<file path="src/rtl/ctrl_pkg.sv">
package ctrl_pkg;

  typedef enum logic [2:0] {
    ST_FETCH  = 3'd0,
    ST_DECODE = 3'd1,
    ST_EXEC   = 3'd2,
    ST_MEM    = 3'd3,
    ST_WB     = 3'd4
  } state_t;

  typedef enum logic [2:0] {
    CL_NONE = 3'd0,
    CL_ALU  = 3'd1,
    CL_LW   = 3'd2,
    CL_SW   = 3'd3,
    CL_BNE  = 3'd4
  } class_t;

  localparam logic [5:0] OP_RTYPE = 6'b000000;
  localparam logic [5:0] OP_SPEC2 = 6'b011100;
  localparam logic [5:0] OP_ADDI  = 6'b001000;
  localparam logic [5:0] OP_ORI   = 6'b001101;
  localparam logic [5:0] OP_LW    = 6'b100011;
  localparam logic [5:0] OP_SW    = 6'b101011;
  localparam logic [5:0] OP_BNE   = 6'b000101;

  localparam logic [5:0] FN_ADD = 6'h20;
  localparam logic [5:0] FN_SUB = 6'h22;
  localparam logic [5:0] FN_AND = 6'h24;
  localparam logic [5:0] FN_OR  = 6'h25;
  localparam logic [5:0] FN_SLT = 6'h2A;
  localparam logic [5:0] FN_SLL = 6'h00;
  localparam logic [5:0] FN_SRL = 6'h02;
  localparam logic [5:0] FN_CLO = 6'h21;
  localparam logic [5:0] FN_CLZ = 6'h20;
  localparam logic [5:0] FN_MUL = 6'h02;

  localparam logic [3:0] ALU_ADD = 4'b0000;
  localparam logic [3:0] ALU_SUB = 4'b0001;
  localparam logic [3:0] ALU_MUL = 4'b0010;
  localparam logic [3:0] ALU_AND = 4'b0011;
  localparam logic [3:0] ALU_OR  = 4'b0100;
  localparam logic [3:0] ALU_SLT = 4'b0101;
  localparam logic [3:0] ALU_CMP = 4'b0111;
  localparam logic [3:0] ALU_SLL = 4'b1000;
  localparam logic [3:0] ALU_SRL = 4'b1010;
  localparam logic [3:0] ALU_CLO = 4'b1011;
  localparam logic [3:0] ALU_CLZ = 4'b1100;

endpackage

</file>
<file path="src/rtl/ctrl_decode.sv">
module ctrl_decode
  import ctrl_pkg::*;
(
  input  logic [5:0] opcode,
  input  logic [5:0] func,
  output logic [3:0] alu_op,
  output logic       alu_src,
  output logic       reg_dst,
  output logic       sel_a,
  output logic       sel_b,
  output class_t     instr_class,
  output logic       illegal
);

  always_comb begin
    alu_op      = '0;
    alu_src     = 1'b0;
    reg_dst     = 1'b0;
    sel_a       = 1'b0;
    sel_b       = 1'b0;
    instr_class = CL_NONE;
    case (opcode)
      OP_RTYPE: begin
        reg_dst     = 1'b1;
        instr_class = CL_ALU;
        case (func)
          FN_ADD: alu_op = ALU_ADD;
          FN_SUB: alu_op = ALU_SUB;
          FN_AND: alu_op = ALU_AND;
          FN_OR:  alu_op = ALU_OR;
          FN_SLT: alu_op = ALU_SLT;
          FN_SLL: begin
            alu_op = ALU_SLL;
            sel_a  = 1'b1;
            sel_b  = 1'b1;
          end
          FN_SRL: begin
            alu_op = ALU_SRL;
            sel_a  = 1'b1;
            sel_b  = 1'b1;
          end
          default: begin
            reg_dst     = 1'b0;
            instr_class = CL_NONE;
          end
        endcase
      end
      OP_SPEC2: begin
        reg_dst     = 1'b1;
        instr_class = CL_ALU;
        case (func)
          FN_CLO: alu_op = ALU_CLO;
          FN_CLZ: alu_op = ALU_CLZ;
          FN_MUL: alu_op = ALU_MUL;
          default: begin
            reg_dst     = 1'b0;
            instr_class = CL_NONE;
          end
        endcase
      end
      OP_ADDI: begin
        alu_op      = ALU_ADD;
        alu_src     = 1'b1;
        instr_class = CL_ALU;
      end
      OP_ORI: begin
        alu_op      = ALU_OR;
        alu_src     = 1'b1;
        instr_class = CL_ALU;
      end
      OP_LW: begin
        alu_op      = ALU_ADD;
        alu_src     = 1'b1;
        instr_class = CL_LW;
      end
      OP_SW: begin
        alu_op      = ALU_ADD;
        alu_src     = 1'b1;
        instr_class = CL_SW;
      end
      OP_BNE: begin
        alu_op      = ALU_CMP;
        instr_class = CL_BNE;
      end
      default: instr_class = CL_NONE;
    endcase
    illegal = (instr_class == CL_NONE);
  end

endmodule

</file>
<file path="src/rtl/multicycle_ctrl.sv">
module multicycle_ctrl
  import ctrl_pkg::*;
(
  input  logic       clk,
  input  logic       rst_n,
  input  logic [5:0] opcode,
  input  logic [5:0] func,
  input  logic       zero,
  input  logic       mem_ready,
  output logic       mem_read,
  output logic       mem_write,
  output logic       ir_write,
  output logic       pc_write,
  output logic       pc_write_cond,
  output logic       reg_write,
  output logic       reg_dst,
  output logic       alu_src,
  output logic       mem_to_reg,
  output logic       sel_a,
  output logic       sel_b,
  output logic [3:0] alu_op,
  output logic       instr_done,
  output logic       illegal,
  output logic [2:0] state
);

  state_t     cur, nxt;
  class_t     cls_q;

  logic [3:0] dec_alu_op;
  logic       dec_alu_src, dec_reg_dst, dec_sel_a, dec_sel_b, dec_illegal;
  class_t     dec_class;

  ctrl_decode u_decode (
    .opcode      (opcode),
    .func        (func),
    .alu_op      (dec_alu_op),
    .alu_src     (dec_alu_src),
    .reg_dst     (dec_reg_dst),
    .sel_a       (dec_sel_a),
    .sel_b       (dec_sel_b),
    .instr_class (dec_class),
    .illegal     (dec_illegal)
  );

  assign state = cur;

  always_ff @(posedge clk or negedge rst_n) begin
    if (!rst_n) cur <= ST_FETCH;
    else        cur <= nxt;
  end

  always_ff @(posedge clk or negedge rst_n) begin
    if (!rst_n) begin
      alu_op  <= '0;
      alu_src <= 1'b0;
      reg_dst <= 1'b0;
      sel_a   <= 1'b0;
      sel_b   <= 1'b0;
      cls_q   <= CL_NONE;
    end else if (cur == ST_DECODE) begin
      alu_op  <= dec_alu_op;
      alu_src <= dec_alu_src;
      reg_dst <= dec_reg_dst;
      sel_a   <= dec_sel_a;
      sel_b   <= dec_sel_b;
      cls_q   <= dec_class;
    end
  end

  // Strobes are decoded from state; gating on rst_n makes reset drop them
  // without waiting for the state flop to settle through a clock.
  always_comb begin
    nxt           = ST_FETCH;
    mem_read      = 1'b0;
    mem_write     = 1'b0;
    ir_write      = 1'b0;
    pc_write      = 1'b0;
    pc_write_cond = 1'b0;
    reg_write     = 1'b0;
    mem_to_reg    = 1'b0;
    instr_done    = 1'b0;
    illegal       = 1'b0;
    if (rst_n) begin
      case (cur)
        ST_FETCH: begin
          mem_read = 1'b1;
          if (mem_ready) begin
            ir_write = 1'b1;
            pc_write = 1'b1;
            nxt      = ST_DECODE;
          end else begin
            nxt = ST_FETCH;
          end
        end
        ST_DECODE: begin
          if (dec_illegal) begin
            illegal    = 1'b1;
            instr_done = 1'b1;
            nxt        = ST_FETCH;
          end else begin
            nxt = ST_EXEC;
          end
        end
        ST_EXEC: begin
          case (cls_q)
            CL_BNE: begin
              pc_write_cond = ~zero;
              instr_done    = 1'b1;
              nxt           = ST_FETCH;
            end
            CL_LW, CL_SW: nxt = ST_MEM;
            CL_ALU:       nxt = ST_WB;
            default:      nxt = ST_FETCH;
          endcase
        end
        ST_MEM: begin
          if (cls_q == CL_LW) begin
            mem_read = 1'b1;
            nxt      = mem_ready ? ST_WB : ST_MEM;
          end else if (cls_q == CL_SW) begin
            mem_write = 1'b1;
            if (mem_ready) begin
              instr_done = 1'b1;
              nxt        = ST_FETCH;
            end else begin
              nxt = ST_MEM;
            end
          end else begin
            nxt = ST_FETCH;
          end
        end
        ST_WB: begin
          reg_write  = 1'b1;
          instr_done = 1'b1;
          mem_to_reg = (cls_q == CL_LW);
          nxt        = ST_FETCH;
        end
        default: nxt = ST_FETCH;
      endcase
    end
  end

endmodule

</file>
<file path="config.mk">
export PLATFORM = sky130hd
export DESIGN_NAME = multicycle_ctrl
export DESIGN_NICKNAME = d
export VERILOG_FILES = /design/src/rtl/ctrl_pkg.sv /design/src/rtl/ctrl_decode.sv /design/src/rtl/multicycle_ctrl.sv
export SDC_FILE = /design/constraint.sdc
export NUM_CORES = 1
export LEC_CHECK = 0
export BUFFER_PORTS_ARGS = -buffer_cell sky130_fd_sc_hd__clkbuf_2
export CORE_UTILIZATION = 39
export DETAILED_ROUTE_END_ITERATION = 6
export PLACE_DENSITY = 0.75
export SYNTH_ARGS = -nofsm -noshare
export SYNTH_HDL_FRONTEND = slang
export SYNTH_HIERARCHICAL = 1
export SYNTH_SLANG_ARGS = --single-unit
export TNS_END_PERCENT = 10
</file>
<file path="constraint.sdc">
create_clock -name clk -period 2.1 [get_ports clk]
set_input_delay 0.21 -clock clk [delete_from_list [all_inputs] [get_ports clk]]
set_output_delay 0.21 -clock clk [all_outputs]
set_load 0.01 [all_outputs]
</file>
==> run summary <==
The run gives 0 as the global-route congestion overflow total. The highest-delay cell along the critical path is sky130_fd_sc_hd__or4_4. The tools report the critical path launch point type as an input port. Routability-driven placement finished with a final weighted congestion of 0.939. Reg-to-reg setup timing slack: 0.46 ns. The signal on the critical path passes through buf_6 > or4_4 > or3_4 > o31ai_4 > nor4_4 > nand2_4 > a311oi_2 > buf_2. The part of the power in combinational logic is 21.2%, and the sequential group share of total power is 46.6%.

The number of buffers and inverters on the critical path is 2. The synthesized design contains 0 enable-type register cells. For this design, the sink count on the clock tree is 14. The minimum hold slack is 0.237 ns, and the highest cell delay on the worst timing path is 0.53 ns. The wire-length estimate of the detail-placed layout is 2010 um. The synthesized area was 1080 um^2; the synthesized flop and latch total was 14. Across the VDD grid, the largest voltage drop is 0.302 mV.

Summed over all cells, the static leakage comes to 0.706 nW. Broken down by cell family, the worst path's largest delay share belongs to simple AND/OR/NAND/NOR gates. Measured against the total synthesized area, the mux share comes to 11.5%.

The critical path is of the in2out type. Buffers placed on the I/O ports in this run total 35. Power density over cell area: 419 nW/um^2. The number of nets in the synthesized netlist is 130.

The worst register-to-register path ends at alu_op[3]. The clock network fraction of design power came out at 32.2%. The placeable core area was 2540 um^2; the final count of hold timing violations was 0. The share of layout cells above drive strength 1 came out at 48.5%. For this block, the routed nets add up to 2600 um of wire. For the final max-slew violation count, the log shows 0. The critical path starts at opcode[0]. In this run the vertical extent of the chip is 54.6 um. In this run switching power makes up 26.8% of total power. The synthesized design spends more area on one cell type than any other, namely sky130_fd_sc_hd__dfrtp_1. The pre-antenna-repair detailed-routing pass consisted of 4 iterations. The worst endpoint data arrival time came out at 1.84 ns. Sequential elements use 32.4% of the synthesized area. The launch instance of the worst register-to-register path is state[2]. The tools report the remaining number of nets flagged by the antenna check after routing as 0.

The number of instances in the synthesized netlist was 114; the number of vias per cell after detailed routing was 5.50. Fill cells in the final layout number 224. The first-pass GRT wire length was 4300 um. The most common flop cell mapped by yosys is sky130_fd_sc_hd__dfrtp_1. The die covers 2980 um^2.

The share of flip-flops with an asynchronous set or reset was 100%; the net switching component of the power was 0.000162 W. The tools report the starting density of the core as 42.4%. Setup repair after global routing could not meet its margin everywhere. Summing the areas of all and, or, nand and nor instances in the mapped netlist gives 35.6% of the synthesized area. Summing the areas of all fa, ha and maj instances in the mapped netlist gives 0% of the synthesized area.

The logs give 0 for the detailed-route DRC error count and 955 for the via count of the first global-routing pass. The highest fanout seen on the critical path is 3. STA classifies the critical path endpoint as an output port. Measured in cells, the most critical reg-to-reg path has a length of 3. The deepest clock path buffer count is 2, and the initial antenna violation count is 0. The run gives 36 as the count of pins on the block boundary. For the count of yosys warnings during synthesis, the log shows 6.

For this run, the top clock speed supported by timing is 488 MHz. The termination of the worst setup path was instr_done. The critical path runs through a total of 8 cells.

The tools report the detailed-route via count as 1062. The most common cell in the synthesized netlist is sky130_fd_sc_hd__dfrtp_1. The commonest cells after synthesis are 14 x sky130_fd_sc_hd__dfrtp_1, 11 x sky130_fd_sc_hd__mux2_2, 11 x sky130_fd_sc_hd__nor2_1.

The synthesized netlist contains 45 unique library cells. The number of clock buffers added by TritonCTS is 3. The run finished with clean final reports.

The number of DRC violations after detailed-routing iteration 0 is 29. TritonCTS built the clock tree. Share of the synthesized netlist area taken by xor and xnor gates: 0.811%.

For the insertion delay of the later-clocked pin in the worst-skew pair, the log shows 0.28 ns. The tools report the number of inserted diodes as 0. The path class of the tightest hold or removal check is in2reg. The level count of the clock H-tree was 1. In the finished design, the share of the clock period the worst path needs comes to 97.5%. The tool flagged a number of max-cap violations equal to 0. For this run, the total global-route usage over all layers was measured as 20.3%. Once placement finished, the instance area stood at 1350 um^2.

Setup violations remaining at the end of the flow were counted as 0. The clock period could shrink to 2.05 ns. After synthesis, the largest area contributor takes up 32.4% of total cell area.

The total internal power was 0.000442 W. Combinational family with the most area after synthesis: simple AND/OR/NAND/NOR gates. The area growth from synthesis to layout is 33.5%. The run gives 19 as the pin count of the biggest net entering global routing. Summing all non-filler instances in the final layout gives an area of 1440 um^2. The synthesized area per cell is 9.47 um^2, and the worst clock skew on the final layout is 0.00782 ns. The tools report the final-stage net count as 180. The wire length per cell is 13.5 um. Summing the areas of all compound-gate instances in the mapped netlist gives 14.6% of the synthesized area. The initialized floorplan defines 18 standard-cell rows. The required time of the critical path is 1.89 ns, and the pin slew with the least headroom to its limit is 0.487 ns. By area the synthesized netlist is led by sky130_fd_sc_hd__dfrtp_1 32%, sky130_fd_sc_hd__mux2_2 11%, sky130_fd_sc_hd__nor2_1 3.8%. Root buffer selected by CTS: sky130_fd_sc_hd__clkbuf_4. The clock slew at the register clock pins of the worst setup and hold paths is 0.09 ns. The run gives 67.3% as the remaining max-slew budget at the tightest pin.

The die outline width was 54.6 um.
logic make-up after synthesis:
| logic type | count (synthesis) |
|---|---|
| compound gates | 21 |
| xor+xnor | 1 |
| buf+inv | 10 |
| flops | 14 |
| mux | 11 |
| simple gates | 57 |
metal layers:
| layer | vias to the layer above | track usage (%) | part of all wire, % | wire (um) |
|---|---|---|---|---|
| met3 | 4 | 5.28 | 4.5 | 117 |
| met5 | - | 0 | 0 | 0 |
| met4 | 0 | 5.98 | 1.3 | 35 |
| li1 | 529 | - | - | - |
| met1 | 499 | 26.8 | 46 | 1190 |
| met2 | 30 | 32.1 | 48 | 1260 |
worst register-to-register path: cells and delay by family, from the launching register on:
family	cells	cell delay, ns
buffers and inverters	1	0.25
AND/OR/NAND/NOR	1	0.42
flip-flops	1	0.51
multiplexers	1	0.35
flip-flops by register name, summed over array words and instances (netlist names):
register  count
alu_op        4
cls_q         3
state         3
alu_src       1
reg_dst       1
sel_a         1
sel_b         1
how the worst min path moves through the flow:
stage / startpoint / depth (start not counted) / endpoint / slack [ns]
2_1_floorplan: rst_n / 0 / alu_op[0] / -0.09
3_3_place_gp: rst_n / 1 / state[2] / 0.15
3_5_place_dp: rst_n / 1 / state[2] / 0.15
4_1_cts: mem_ready / 3 / state[2] / 0.23
5_1_grt: mem_ready / 3 / state[2] / 0.25
6_report: mem_ready / 3 / state[2] / 0.24
placed cells by master, fill, tap and decap left out, drive strengths merged, types with 2 or more instances in the layout:
cell type,count
or4,2
nor4,2
nor3b,4
nand2,7
and3,3
nand2b,4
nor2,11
o21ai,2
nor3,4
and4bb,2
buf,16
a22oi,4
nor2b,3
nand3,2
a21oi,7
inv,5
mux2,11
dfrtp,14
o31ai,2
clkbuf,37
and3b,3
metrics by stage:
stage                     cells  power, W   TNS, ns  setup WS (ns)  util, %
after floorplan             114  0.000348         0          0.216        -
after global placement      187  0.000403         0         0.0296     53.2
after detailed placement    187  0.000408         0         0.0105     53.2
after CTS                   192  0.000604         0         0.0120     55.3
after global routing        193  0.000629  -0.00433       -0.00433     56.6
final                       193  0.000604         0         0.0519     56.6
power groups by stage:
stage               registers (W)  clock network (W)   logic, W
global placement         0.000286                  0   0.000117
floorplan                0.000287                  0  0.0000608
detailed placement       0.000287                  0   0.000121
CTS                      0.000281           0.000199   0.000124
global route             0.000283           0.000205   0.000141
finish                   0.000281           0.000194   0.000128
repair_timing:
action                     CTS  global route
buffers inserted             0             2
hold buffers                 1             0
pin swaps                    0             3
hold endpoints to repair    14             0
resized for setup            1             5
cloned                       0             0
setup endpoints to repair    1             2
cell type report:
| cell class | instances | area, um^2 | area share, % |
|---|---|---|---|
| inverter | 5 | 18.8 | 1.30 |
| multi-input combinational | 90 | 702 | 48.7 |
| sequential | 14 | 350 | 24.3 |
| tap | 30 | 37.5 | 2.60 |
| timing repair buffer | 50 | 297 | 20.6 |
| clock buffer | 4 | 36.3 | 2.52 |
Power figures use the tool's default switching activity.
